$ cat config.mk
export PLATFORM = sky130hd
export DESIGN_NAME = y86_fetch_unit
export DESIGN_NICKNAME = d
export VERILOG_FILES = /design/src/rtl/y86_fetch_unit.sv
export SDC_FILE = /design/constraint.sdc
export NUM_CORES = 1
export LEC_CHECK = 0
export CAP_MARGIN = 20
export CORE_ASPECT_RATIO = 0.8
export CORE_MARGIN = 2
export CORE_UTILIZATION = 54
export CTS_BUF_LIST = sky130_fd_sc_hd__clkbuf_4 sky130_fd_sc_hd__clkbuf_8 sky130_fd_sc_hd__clkbuf_16
export DETAILED_ROUTE_END_ITERATION = 6
export GPL_TIMING_DRIVEN = 0
export MAX_ROUTING_LAYER = met4
export PLACE_DENSITY = 0.86
export SKIP_LAST_GASP = 1
export SLEW_MARGIN = 20
export SYNTH_ARGS = -nofsm -noshare
export SYNTH_HDL_FRONTEND = slang
export SYNTH_SLANG_ARGS = --single-unit
$ cat constraint.sdc
create_clock -name clk -period 5.9 [get_ports clk]
set_clock_uncertainty 0.1 [all_clocks]
set_input_delay 1.18 -clock clk [delete_from_list [all_inputs] [get_ports clk]]
set_output_delay 1.18 -clock clk [all_outputs]
set_load 0.01 [all_outputs]
$ cat src/rtl/y86_fetch_unit.sv
// Y86-64 fetch stage: fetches one instruction byte-serially over a req/ack port,
// splits it into icode/ifun/rA/rB/valC, computes valP and flags status.
module y86_fetch_unit #(
    parameter logic [63:0] RESET_PC  = '0,
    parameter int unsigned IMEM_SIZE = 1024
) (
    input  logic        clk,
    input  logic        rst_n,
    output logic        imem_req,
    output logic [63:0] imem_addr,
    input  logic [7:0]  imem_rdata,
    input  logic        imem_ack,
    input  logic        imem_err,
    input  logic        pc_load,
    input  logic [63:0] pc_next,
    output logic [63:0] pc,
    output logic [3:0]  icode,
    output logic [3:0]  ifun,
    output logic [3:0]  rA,
    output logic [3:0]  rB,
    output logic [63:0] valC,
    output logic [63:0] valP,
    output logic        instr_valid,
    output logic [2:0]  stat
);

    typedef enum logic [2:0] {S_B0, S_REGS, S_CONST, S_DONE, S_STOP} state_e;
    typedef enum logic [2:0] {
        STAT_AOK = 3'd1,
        STAT_HLT = 3'd2,
        STAT_ADR = 3'd3,
        STAT_INS = 3'd4
    } stat_e;

    localparam logic [63:0] MEM_LIMIT = 64'(IMEM_SIZE);

    state_e      state, state_n;
    logic [63:0] pc_n, addr_n, valc_n, valp_n, issue_addr;
    logic [3:0]  icode_n, ifun_n, ra_n, rb_n;
    logic [2:0]  stat_n, cnt, cnt_n;
    logic        req_n, valid_n, issue, fault;

    function automatic logic illegal_op(input logic [3:0] ic, input logic [3:0] fn);
        logic bad;
        case (ic)
            4'h2, 4'h7:              bad = (fn > 4'h6);
            4'h6:                    bad = (fn > 4'h3);
            4'hC, 4'hD, 4'hE, 4'hF:  bad = 1'b1;
            default:                 bad = (fn != 4'h0);
        endcase
        return bad;
    endfunction

    always_comb begin
        state_n    = state;
        pc_n       = pc;
        req_n      = imem_req;
        addr_n     = imem_addr;
        icode_n    = icode;
        ifun_n     = ifun;
        ra_n       = rA;
        rb_n       = rB;
        valc_n     = valC;
        valp_n     = valP;
        valid_n    = instr_valid;
        stat_n     = stat;
        cnt_n      = cnt;
        issue      = 1'b0;
        issue_addr = imem_addr + 64'd1;
        fault      = 1'b0;
        case (state)
            S_B0, S_REGS, S_CONST: begin
                if (!imem_req) begin
                    // only reachable in B0 straight out of reset
                    issue      = 1'b1;
                    issue_addr = pc;
                end else if (imem_ack && imem_err) begin
                    fault = 1'b1;
                end else if (imem_ack) begin
                    case (state)
                        S_B0: begin
                            icode_n = imem_rdata[7:4];
                            ifun_n  = imem_rdata[3:0];
                            if (illegal_op(imem_rdata[7:4], imem_rdata[3:0])) begin
                                stat_n  = STAT_INS;
                                state_n = S_STOP;
                                req_n   = 1'b0;
                                valid_n = 1'b1;
                            end else begin
                                case (imem_rdata[7:4])
                                    4'h0: begin
                                        stat_n  = STAT_HLT;
                                        valp_n  = pc + 64'd1;
                                        state_n = S_STOP;
                                        req_n   = 1'b0;
                                        valid_n = 1'b1;
                                    end
                                    4'h1, 4'h9: begin
                                        valp_n  = pc + 64'd1;
                                        state_n = S_DONE;
                                        req_n   = 1'b0;
                                        valid_n = 1'b1;
                                    end
                                    4'h2, 4'h6, 4'hA, 4'hB: begin
                                        valp_n  = pc + 64'd2;
                                        state_n = S_REGS;
                                        issue   = 1'b1;
                                    end
                                    4'h3, 4'h4, 4'h5: begin
                                        valp_n  = pc + 64'd10;
                                        state_n = S_REGS;
                                        issue   = 1'b1;
                                    end
                                    default: begin
                                        valp_n  = pc + 64'd9;
                                        state_n = S_CONST;
                                        cnt_n   = '0;
                                        issue   = 1'b1;
                                    end
                                endcase
                            end
                        end
                        S_REGS: begin
                            ra_n = imem_rdata[7:4];
                            rb_n = imem_rdata[3:0];
                            if (icode inside {4'h3, 4'h4, 4'h5}) begin
                                state_n = S_CONST;
                                cnt_n   = '0;
                                issue   = 1'b1;
                            end else begin
                                state_n = S_DONE;
                                req_n   = 1'b0;
                                valid_n = 1'b1;
                            end
                        end
                        default: begin
                            valc_n[{cnt, 3'b000} +: 8] = imem_rdata;
                            if (cnt == 3'd7) begin
                                state_n = S_DONE;
                                req_n   = 1'b0;
                                valid_n = 1'b1;
                            end else begin
                                cnt_n = cnt + 3'd1;
                                issue = 1'b1;
                            end
                        end
                    endcase
                end
            end
            S_DONE: begin
                if (pc_load && stat == STAT_AOK) begin
                    pc_n       = pc_next;
                    icode_n    = '0;
                    ifun_n     = '0;
                    ra_n       = '1;
                    rb_n       = '1;
                    valc_n     = '0;
                    valp_n     = '0;
                    valid_n    = 1'b0;
                    state_n    = S_B0;
                    issue      = 1'b1;
                    issue_addr = pc_next;
                end
            end
            default: ;
        endcase
        // an out-of-range byte is flagged instead of requested
        if (issue) begin
            if (issue_addr < MEM_LIMIT) begin
                req_n  = 1'b1;
                addr_n = issue_addr;
            end else begin
                fault = 1'b1;
            end
        end
        if (fault) begin
            stat_n  = STAT_ADR;
            state_n = S_STOP;
            req_n   = 1'b0;
            valid_n = 1'b1;
        end
    end

    always_ff @(posedge clk or negedge rst_n) begin
        if (!rst_n) begin
            state       <= S_B0;
            pc          <= RESET_PC;
            imem_req    <= 1'b0;
            imem_addr   <= RESET_PC;
            icode       <= '0;
            ifun        <= '0;
            rA          <= '1;
            rB          <= '1;
            valC        <= '0;
            valP        <= '0;
            instr_valid <= 1'b0;
            stat        <= STAT_AOK;
            cnt         <= '0;
        end else begin
            state       <= state_n;
            pc          <= pc_n;
            imem_req    <= req_n;
            imem_addr   <= addr_n;
            icode       <= icode_n;
            ifun        <= ifun_n;
            rA          <= ra_n;
            rB          <= rb_n;
            valC        <= valc_n;
            valP        <= valp_n;
            instr_valid <= valid_n;
            stat        <= stat_n;
            cnt         <= cnt_n;
        end
    end

endmodule

==> reports/qor.txt, run 1 <==
Die area -> 27690 sq um
Die Height -> 149.2 microns
CP startpoint -> imem_rdata[4]
Rows -> 53
Fin Setup TNS -> 0 ns
Wire per inst -> 23.02 microns
Fill count -> 1961
Clock Tree Root -> clkbuf_16
Total track usage -> 39.31%
Period utilization -> 89.63%
Post-Route WL -> 53250 microns
DR vias -> 14340
Core Util, Final -> 73.61%
Residual DRC -> 0
Die W -> 185.5 microns
Setup Viol. Count Final -> 0
Core area -> 26130 sq um
Comb power frac -> 3.7%
Mapped Area -> 14240 sq um
Syn Inst Count -> 1549
Area contributors post-synth -> dfrtp_1 48%, nand2_1 8.9%, a22o_1 3.9%
CP Data Required Time -> 6.24 ns
Area leader, netlist -> dfrtp_1
End of the worst register-to-register path -> imem_addr[37]
Post-route insts no fill -> 2313
Final GP Congestion -> 1.032
Half-perimeter wire length after detailed placement -> 40100 microns
TritonCTS Buffers -> 28
Crit path to -> valP[63]
Clk buf depth -> 3
Post-CTS Setup Inserts -> 0
Syn nets -> 1638
Ys async rst share -> 100.0%
Clock slew at reported path FFs -> 0.07 ns
Crit path max fanout -> 10
Ys Warns -> 0
Total clock sinks -> 283
Antenna violations before repair -> 4
Max Clock Freq -> 189.1 MHz
Worst-margin pin slew -> 0.9289 ns
Worst setup EP type -> flip-flop
Syn_area_per_cell -> 9.191 sq um
Multi-input gate area -> 6700 sq um
Synth-to-layout area growth -> 35.09%
Power per Cell Area -> 207.3 nW/um^2
Fin crit period -> 5.288 ns
Max_cap viols -> 0
R2R Setup Slk -> 1.18 ns
Worst EP arrival -> 5.63 ns
Sequential cell area -> 7093 sq um
Slew Limit Fails -> 0
Worst reg2reg startpoint -> imem_addr[0]
Pwr Total -> 3.988 mW
Kind of critical path -> input port to flip-flop
Commonest non-fill, non-tap cells in the layout -> 348 x clkdlybuf4s50_1, 336 x nand2_1, 274 x dfrtp_1, 96 x o21ai_0, 87 x nor2_1
EDFF count, synth -> 0
Placed cells -> 2257
Sequential-to-total area share from yosys stat -> 49.82%
1st-iter DRT viols -> 1512
P_int -> 3.106 mW
Via density -> 6.199
IO Pins -> 354
Largest net degree at the start of global routing -> 98
Maximum vdd drop -> 0.2633 mV
Hold_buf cts -> 0
Layout cells sized above 1 -> 4.713%
Synth top area share -> 48.16%
Leak pwr -> 8.201 nW
Net count, final -> 2019
Sequential share of power -> 48.7%
Yosys cell types -> 71
Clk_lat worst skew -> 0.57 ns
Vias in the first global route -> 13540
Psw -> 0.8820 mW
First-pass GRT wire length -> 80630 microns
Commonest non-fill, non-tap cell in the layout -> clkdlybuf4s50_1
Switching share of power -> 22.12%
Type of origin of the critical path -> input port
Worst reg-to-reg path cell count -> 14
CTS tree -> done
Finished Cell Area -> 19230 sq um
Port Buf Inserts -> 349
Slew HR -> 37.60%
GR Overflow Total -> 0
Synthesized flop and latch total -> 283
Synth Flop Type -> dfrtp_1
Clock power share -> 47.7%
Post-route ant nets -> 0
H-tree depth -> 1
RSZ-0062 raised after global routing -> false
Status -> finished clean
Final Hold Fails -> 0
DR pass1 iterations -> 6
Post-cts resize count -> 0
Hold Crit Class -> flip-flop to flip-flop
DP Area -> 18240 sq um
Initial Utilization -> 54.49%
[worst min path at each step]
| stage | cells past startpoint | startpoint | slack, ns | to |
|---|---|---|---|---|
| after global placement | 2 | valP[56] | 0.36 | valP[56] |
| after CTS | 2 | rB[3] | 0.38 | rB[3] |
| after detailed placement | 2 | valP[57] | 0.37 | valP[57] |
| final | 2 | valP[57] | 0.38 | valP[57] |
| after floorplan | 2 | rA[0] | 0.38 | rA[0] |
| after global routing | 2 | rA[2] | 0.40 | rA[2] |
[power groups by stage]
stage | clock [mW] | sequential, mW | combinational (mW)
after floorplan | 0 | 1.98 | 0.0263
after global placement | 0 | 1.98 | 0.140
after detailed placement | 0 | 1.98 | 0.146
after CTS | 1.91 | 1.94 | 0.147
after global routing | 1.98 | 1.94 | 0.159
final | 1.90 | 1.94 | 0.147
[stage by stage]
step,worst slack (ns),hold slack [ns]
finish,0.6119,0.3810
global route,0.2942,0.3995
CTS,0.7674,0.3845
detailed placement,0.2792,0.3699
global placement,-8.264,0.3611
floorplan,1.423,0.3831
[worst max-delay path, stage by stage]
cell	delay, ns
clkbuf_1	0.27
clkbuf_1	0.52
nand2_1	0.12
a21oi_1	0.18
ha_1	0.20
a21oi_1	0.09
mux2i_1	0.66
or4b_1	0.61
nor4_4	0.47
nand3_1	0.45
or4_1	0.53
xor2_1	0.22
o21ai_0	0.11
[cells in the mapped netlist, types with 9 or more instances]
library cell and n:
a21oi_1 24, a22o_1 64, a22oi_1 9, a31oi_1 13
and2_1 12, and3_1 22, and4_1 14, buf_2 10
clkbuf_1 58, dfrtp_1 274, dfstp_2 9, ha_1 12
inv_1 35, nand2_1 336, nand3_1 68, nand4_1 58
nor2_1 87, nor2b_1 45, nor3_1 25, nor4_1 53
o21ai_0 96, o31ai_1 18, xnor2_1 43, xor2_1 47
[layer usage]
layer  GRT usage, %  share of wire [%]  wire, microns  vias up
li1               -                  -              -     6297
met1          54.34                 41          21720     6984
met2          58.04                 45          23840      907
met3          6.592                 10           5308      150
met4          15.94                4.5           2387        0
met5              -                  0              0        -
[cell type report]
type | count | area share [%]
Inverter | 35 | 0.6831
Buffer | 78 | 1.626
Timing Repair Buffer | 351 | 18.48
Multi-Input combinational cell | 1153 | 34.84
Clock inverter | 14 | 0.8652
Antenna cell | 4 | 0.05204
Sequential cell | 283 | 36.88
Clock buffer | 38 | 4.261
Tap cell | 357 | 2.322
[cell families after synthesis]
kind of cell / after synthesis / share of synthesized area (%)
xor+xnor: 90 / 5.536
fa+ha+maj: 12 / 1.055
buf+inv: 113 / 3.120
simple gates: 757 / 26.01
mux: 6 / 0.4482
compound gates: 288 / 14.01
flops: 283 / 49.82
[sequential cells by signal (all words and copies together) (netlist names)]
name	flops
valC	64
state	3
imem_req	1
imem_addr	64
icode	4
cnt	3
rB	4
instr_valid	1
pc	64
ifun	4
rA	4
valP	64
stat	3
Power figures use the tool's default switching activity.
==> run 2, diff against run 1 <==
--- a/config.mk
+++ b/config.mk
@@ -5,6 +5,7 @@
 export SDC_FILE = /design/constraint.sdc
 export NUM_CORES = 1
 export LEC_CHECK = 0
+export ABC_AREA = 1
 export CAP_MARGIN = 20
 export CORE_ASPECT_RATIO = 0.8
 export CORE_MARGIN = 2
@@ -13,7 +14,7 @@
 export DETAILED_ROUTE_END_ITERATION = 6
 export GPL_TIMING_DRIVEN = 0
 export MAX_ROUTING_LAYER = met4
-export PLACE_DENSITY = 0.86
+export PLACE_DENSITY = 0.83
 export SKIP_LAST_GASP = 1
 export SLEW_MARGIN = 20
 export SYNTH_ARGS = -nofsm -noshare
==> reports/qor.txt, run 2 <==
Layout cells sized above 1 -> 5.394%
GR Overflow Total -> 0
Pwr Total -> 4.104 mW
Max Clock Freq -> 183.1 MHz
Slew Limit Fails -> 0
Post-CTS Setup Inserts -> 0
Synth-to-layout area growth -> 31.53%
Mapped Area -> 16400 sq um
Setup Viol. Count Final -> 0
Synthesized flop and latch total -> 283
Post-cts resize count -> 0
H-tree depth -> 1
Crit path max fanout -> 6
R2R Setup Slk -> 1.85 ns
Post-Route WL -> 69900 microns
RSZ-0062 raised after global routing -> false
DR vias -> 18870
Fill count -> 2376
Synth top area share -> 41.82%
Clk buf depth -> 3
Commonest non-fill, non-tap cell in the layout -> nand2_1
Type of origin of the critical path -> input port
Hold_buf cts -> 0
Synth Flop Type -> dfrtp_1
Worst setup EP type -> flip-flop
IO Pins -> 354
Status -> finished, violations left
Clock slew at reported path FFs -> 0.07 ns
Port Buf Inserts -> 351
Ys async rst share -> 100.0%
Die Height -> 159.9 microns
Fin crit period -> 5.461 ns
Worst hold stages -> 2
Die W -> 198.8 microns
Worst EP arrival -> 5.83 ns
Worst reg2reg startpoint -> imem_addr[0]
Core Util, Final -> 71.66%
Hold Crit Class -> flip-flop to flip-flop
Vias in the first global route -> 18160
CP Data Required Time -> 6.27 ns
Fin Setup TNS -> 0 ns
Wire per inst -> 22.27 microns
EDFF count, synth -> 0
1st-iter DRT viols -> 2256
Initial Utilization -> 54.48%
Commonest non-fill, non-tap cells in the layout -> 636 x nand2_1, 350 x clkdlybuf4s50_1, 302 x inv_1, 282 x o21ai_0, 274 x dfrtp_1
Syn nets -> 2410
Sequential-to-total area share from yosys stat -> 43.26%
Pre-CTS setup slack -> 0.4176 ns
Core area -> 30100 sq um
Final GP Congestion -> 1.027
End of the worst register-to-register path -> imem_addr[4]
Slew HR -> 32.61%
Syn_area_per_cell -> 7.064 sq um
First-pass GRT wire length -> 106400 microns
Die area -> 31780 sq um
DR pass1 iterations -> 7
Period utilization -> 92.57%
Sequential cell area -> 7093 sq um
Clk_lat worst skew -> 0.60 ns
Multi-input gate area -> 7845 sq um
Most instantiated cells after synthesis -> 636 x nand2_1, 302 x inv_1, 282 x o21ai_0, 274 x dfrtp_1, 259 x nor2_1
Sink of the worst hold path -> valC[31]
Via density -> 6.012
Residual DRC -> 23
Leak pwr -> 10.53 nW
Final setup margin -> 0.4385 ns
Syn Inst Count -> 2321
Worst hold slack -> 0.3898 ns
Maximum vdd drop -> 0.2336 mV
Ys Warns -> 0
TritonCTS Buffers -> 28
Total track usage -> 45.27%
Area leader, netlist -> dfrtp_1
Final Hold Fails -> 0
CTS tree -> done
Rows -> 57
Antenna violations before repair -> 1
Max_cap viols -> 0
Largest net degree at the start of global routing -> 85
Violated checks -> design-rule violations
Area contributors post-synth -> dfrtp_1 42%, nand2_1 15%, o21ai_0 8.6%
Worst reg-to-reg path cell count -> 19
Kind of critical path -> input port to flip-flop
Yosys cell types -> 48
Hold wc startpoint -> valC[31]
Net count, final -> 2794
Half-perimeter wire length after detailed placement -> 54070 microns
Clock Tree Root -> clkbuf_16
Count leader, synth -> nand2_1
Power per Cell Area -> 190.3 nW/um^2
Total clock sinks -> 283
Post-route ant nets -> 0
Worst-margin pin slew -> 1.003 ns
[run 2: routing by layer]
metal / track usage (%) / part of all wire (%)
met1: 61.81 / 40
met2: 65.78 / 43
met3: 10.69 / 13
met4: 16.55 / 4.3
met5: - / 0
[run 2: worst max path at each step]
stage                   from  slack, ns       end
6_report       imem_rdata[6]       0.44  valP[56]
5_1_grt        imem_rdata[6]       0.29  valP[56]
4_1_cts        imem_rdata[7]       1.02  valP[56]
3_5_place_dp   imem_rdata[6]       0.42  valP[56]
3_3_place_gp           rst_n      -8.03  valP[41]
2_1_floorplan  imem_rdata[5]       2.35  valP[56]
[run 2: cell type report]
cell class / count / area share (%)
Inverter: 312 / 5.436
Sequential cell: 283 / 32.89
Clock inverter: 14 / 1.108
Tap cell: 413 / 2.396
Clock buffer: 36 / 3.644
Multi-Input combinational cell: 1661 / 36.38
Antenna cell: 1 / 0.01160
Timing Repair Buffer: 354 / 16.70
Buffer: 65 / 1.439
[run 2: metrics by stage]
stage / instances / instance area [sq um]
6_report: 3139 / 21570
3_5_place_dp: 3088 / 20530
3_3_place_gp: 3085 / 20430
5_1_grt: 3139 / 21570
4_1_cts: 3138 / 21550
2_1_floorplan: 2321 / 16400
[run 2: kinds of logic after synthesis]
logic type	share of synthesized area (%)
fa+ha+maj	0.9157
simple gates	31.24
xor+xnor	2.778
buf+inv	9.043
flops	43.26
compound gates	12.76
[run 2: power breakdown]
group          switching (mW)  internal, mW
clock network           0.850          1.17
logic                  0.0875        0.0588
registers                   0          1.94
total                   0.937          3.17
[run 2: critical path, cell delays in order]
cell	delay, ns
clkdlybuf4s50_1	0.71
inv_1	0.21
nor2_2	0.21
inv_1	0.10
o21ai_0	0.51
ha_1	0.26
nand3_1	0.09
nand2_1	0.12
o21ai_1	0.13
nor2_1	0.33
nand3_1	0.23
nor4_1	0.77
nand2_1	0.27
nor4_1	0.34
a21oi_1	0.10
o21ai_0	0.18
nand2_1	0.09
==> run 3, diff against run 2 <==
--- a/config.mk
+++ b/config.mk
@@ -14,7 +14,9 @@
 export DETAILED_ROUTE_END_ITERATION = 6
 export GPL_TIMING_DRIVEN = 0
 export MAX_ROUTING_LAYER = met4
-export PLACE_DENSITY = 0.83
+export PLACE_DENSITY = 0.9
+export RECOVER_POWER = 100
+export SKIP_CTS_REPAIR_TIMING = 1
 export SKIP_LAST_GASP = 1
 export SLEW_MARGIN = 20
 export SYNTH_ARGS = -nofsm -noshare
==> reports/qor.txt, run 3 (same netlist as run 2, synthesis figures left out) <==
Via density -> 5.967
Total clock sinks -> 283
Final GP Congestion -> 1.033
Die Height -> 159.9 microns
DR vias -> 18740
Violated checks -> design-rule violations, max-capacitance violations, max-slew violations
Worst EP arrival -> 5.86 ns
Largest net degree at the start of global routing -> 75
First-pass GRT wire length -> 105000 microns
Total track usage -> 44.93%
Type of origin of the critical path -> input port
Max_cap viols -> 2
Rows -> 57
Initial Utilization -> 54.48%
Worst-margin pin slew -> 4.155 ns
RSZ-0062 raised after global routing -> false
Port Buf Inserts -> 351
Setup Viol. Count Final -> 0
Clock slew at reported path FFs -> 0.06 ns
Final setup margin -> 0.3966 ns
Residual DRC -> 1
CP Data Required Time -> 6.25 ns
TritonCTS Buffers -> 28
Layout cells sized above 1 -> 4.439%
Slew Limit Fails -> 74
Antenna violations before repair -> 0
Sequential cell area -> 7093 sq um
CTS tree -> done
Leak pwr -> 11.08 nW
H-tree depth -> 1
Hold Crit Class -> flip-flop to flip-flop
Post-Route WL -> 69310 microns
Clock Tree Root -> clkbuf_16
Post-route ant nets -> 0
Net count, final -> 2795
Commonest non-fill, non-tap cells in the layout -> 638 x nand2_1, 303 x inv_1, 298 x o21ai_0, 279 x dlygate4sd3_1, 274 x dfrtp_1
Kind of critical path -> input port to flip-flop
Crit path max fanout -> 6
Final Hold Fails -> 0
Half-perimeter wire length after detailed placement -> 54410 microns
Maximum vdd drop -> 0.2067 mV
GR Overflow Total -> 0
Core area -> 30100 sq um
Fill count -> 2378
Die area -> 31780 sq um
Status -> finished, violations left
Vias in the first global route -> 17820
Commonest non-fill, non-tap cell in the layout -> nand2_1
Pre-CTS setup slack -> 0.3852 ns
Max Clock Freq -> 181.7 MHz
Slew HR -> -177.0%
DP Area -> 20530 sq um
1st-iter DRT viols -> 2108
Multi-input gate area -> 7794 sq um
Period utilization -> 93.28%
Die W -> 198.8 microns
Power per Cell Area -> 186.7 nW/um^2
Synth-to-layout area growth -> 30.68%
DR pass1 iterations -> 7
Finished Cell Area -> 21430 sq um
Worst setup EP type -> flip-flop
Wire per inst -> 22.07 microns
Clk buf depth -> 3
IO Pins -> 354
Fin crit period -> 5.503 ns
Clk_lat worst skew -> 0.58 ns
[run 3: cell count changes in the layout (fill, tap and decap cells not counted), sizes merged]
cell,change
buf,-13
bufinv,-2
clkbuf,+14
clkdlybuf4s50,-279
clkinv,+5
clkinvlp,-3
dlygate4sd3,+279
[run 3: path summary, 6_finish.rpt]
kind | startpoint | end | slack [ns] | depth (start not counted)
max | imem_rdata[6] | valP[56] | 0.40 | 17
min | valC[60] | valC[60] | 0.37 | 2
max reg2reg | state[2] | imem_addr[2] | 1.01 | 16
min reg2reg | valC[60] | valC[60] | 0.37 | 2
max in group asynchronous | rst_n | stat[0] | 1.36 | 4
min in group asynchronous | rst_n | valP[4] | 1.94 | 1
[run 3: cell type report]
| type | count | area share, % |
|---|---|---|
| antenna | 1 | 0.01168 |
| buffer | 65 | 1.349 |
| clock buffer | 36 | 3.697 |
| clock inverter | 14 | 0.8000 |
| inverter | 312 | 5.472 |
| multi-input combinational | 1661 | 36.38 |
| sequential | 283 | 33.11 |
| tap | 413 | 2.412 |
| timing repair buffer | 355 | 16.78 |
[run 3: worst max-delay path, cell delays in order]
cell and delay, ns:
dlygate4sd3_1 0.73, inv_1 0.21, nor2_2 0.22, inv_1 0.08, o21ai_0 0.48, ha_1 0.27, nand3_1 0.09, nand2_1 0.11
o21ai_0 0.19, nor2_1 0.36, nand3_1 0.20, nor4_1 0.74, nand2_1 0.24, nor4_1 0.39, a21oi_1 0.12, o21ai_0 0.15
nand2_1 0.08
[run 3: per-layer routing]
| metal | wire length (microns) | track usage (%) | vias up |
|---|---|---|---|
| met5 | 0 | - | - |
| met4 | 2784 | 15.84 | 0 |
| met3 | 8762 | 10.88 | 227 |
| met2 | 30000 | 65.48 | 1361 |
| met1 | 27760 | 61.27 | 8895 |
| li1 | - | - | 8253 |
[run 3: report_power, final]
group / switching [mW] / internal [mW]
clock: 0.832 / 1.08
combinational: 0.0864 / 0.0578
sequential: 0 / 1.94
[run 3: through the flow]
| stage | util, % | hold slack [ns] | power, mW | std cells | TNS, ns |
|---|---|---|---|---|---|
| after floorplan | - | 0.4026 | 2.000 | 2321 | 0 |
| after global placement | 67.87 | 0.3552 | 2.112 | 3085 | -2205.63 |
| after detailed placement | 68.22 | 0.3578 | 2.120 | 3089 | 0 |
| after CTS | 71.42 | 0.3742 | 3.990 | 3139 | 0 |
| after global routing | 71.18 | 0.3936 | 4.082 | 3139 | 0 |
| final | 71.19 | 0.3670 | 4.000 | 3140 | 0 |
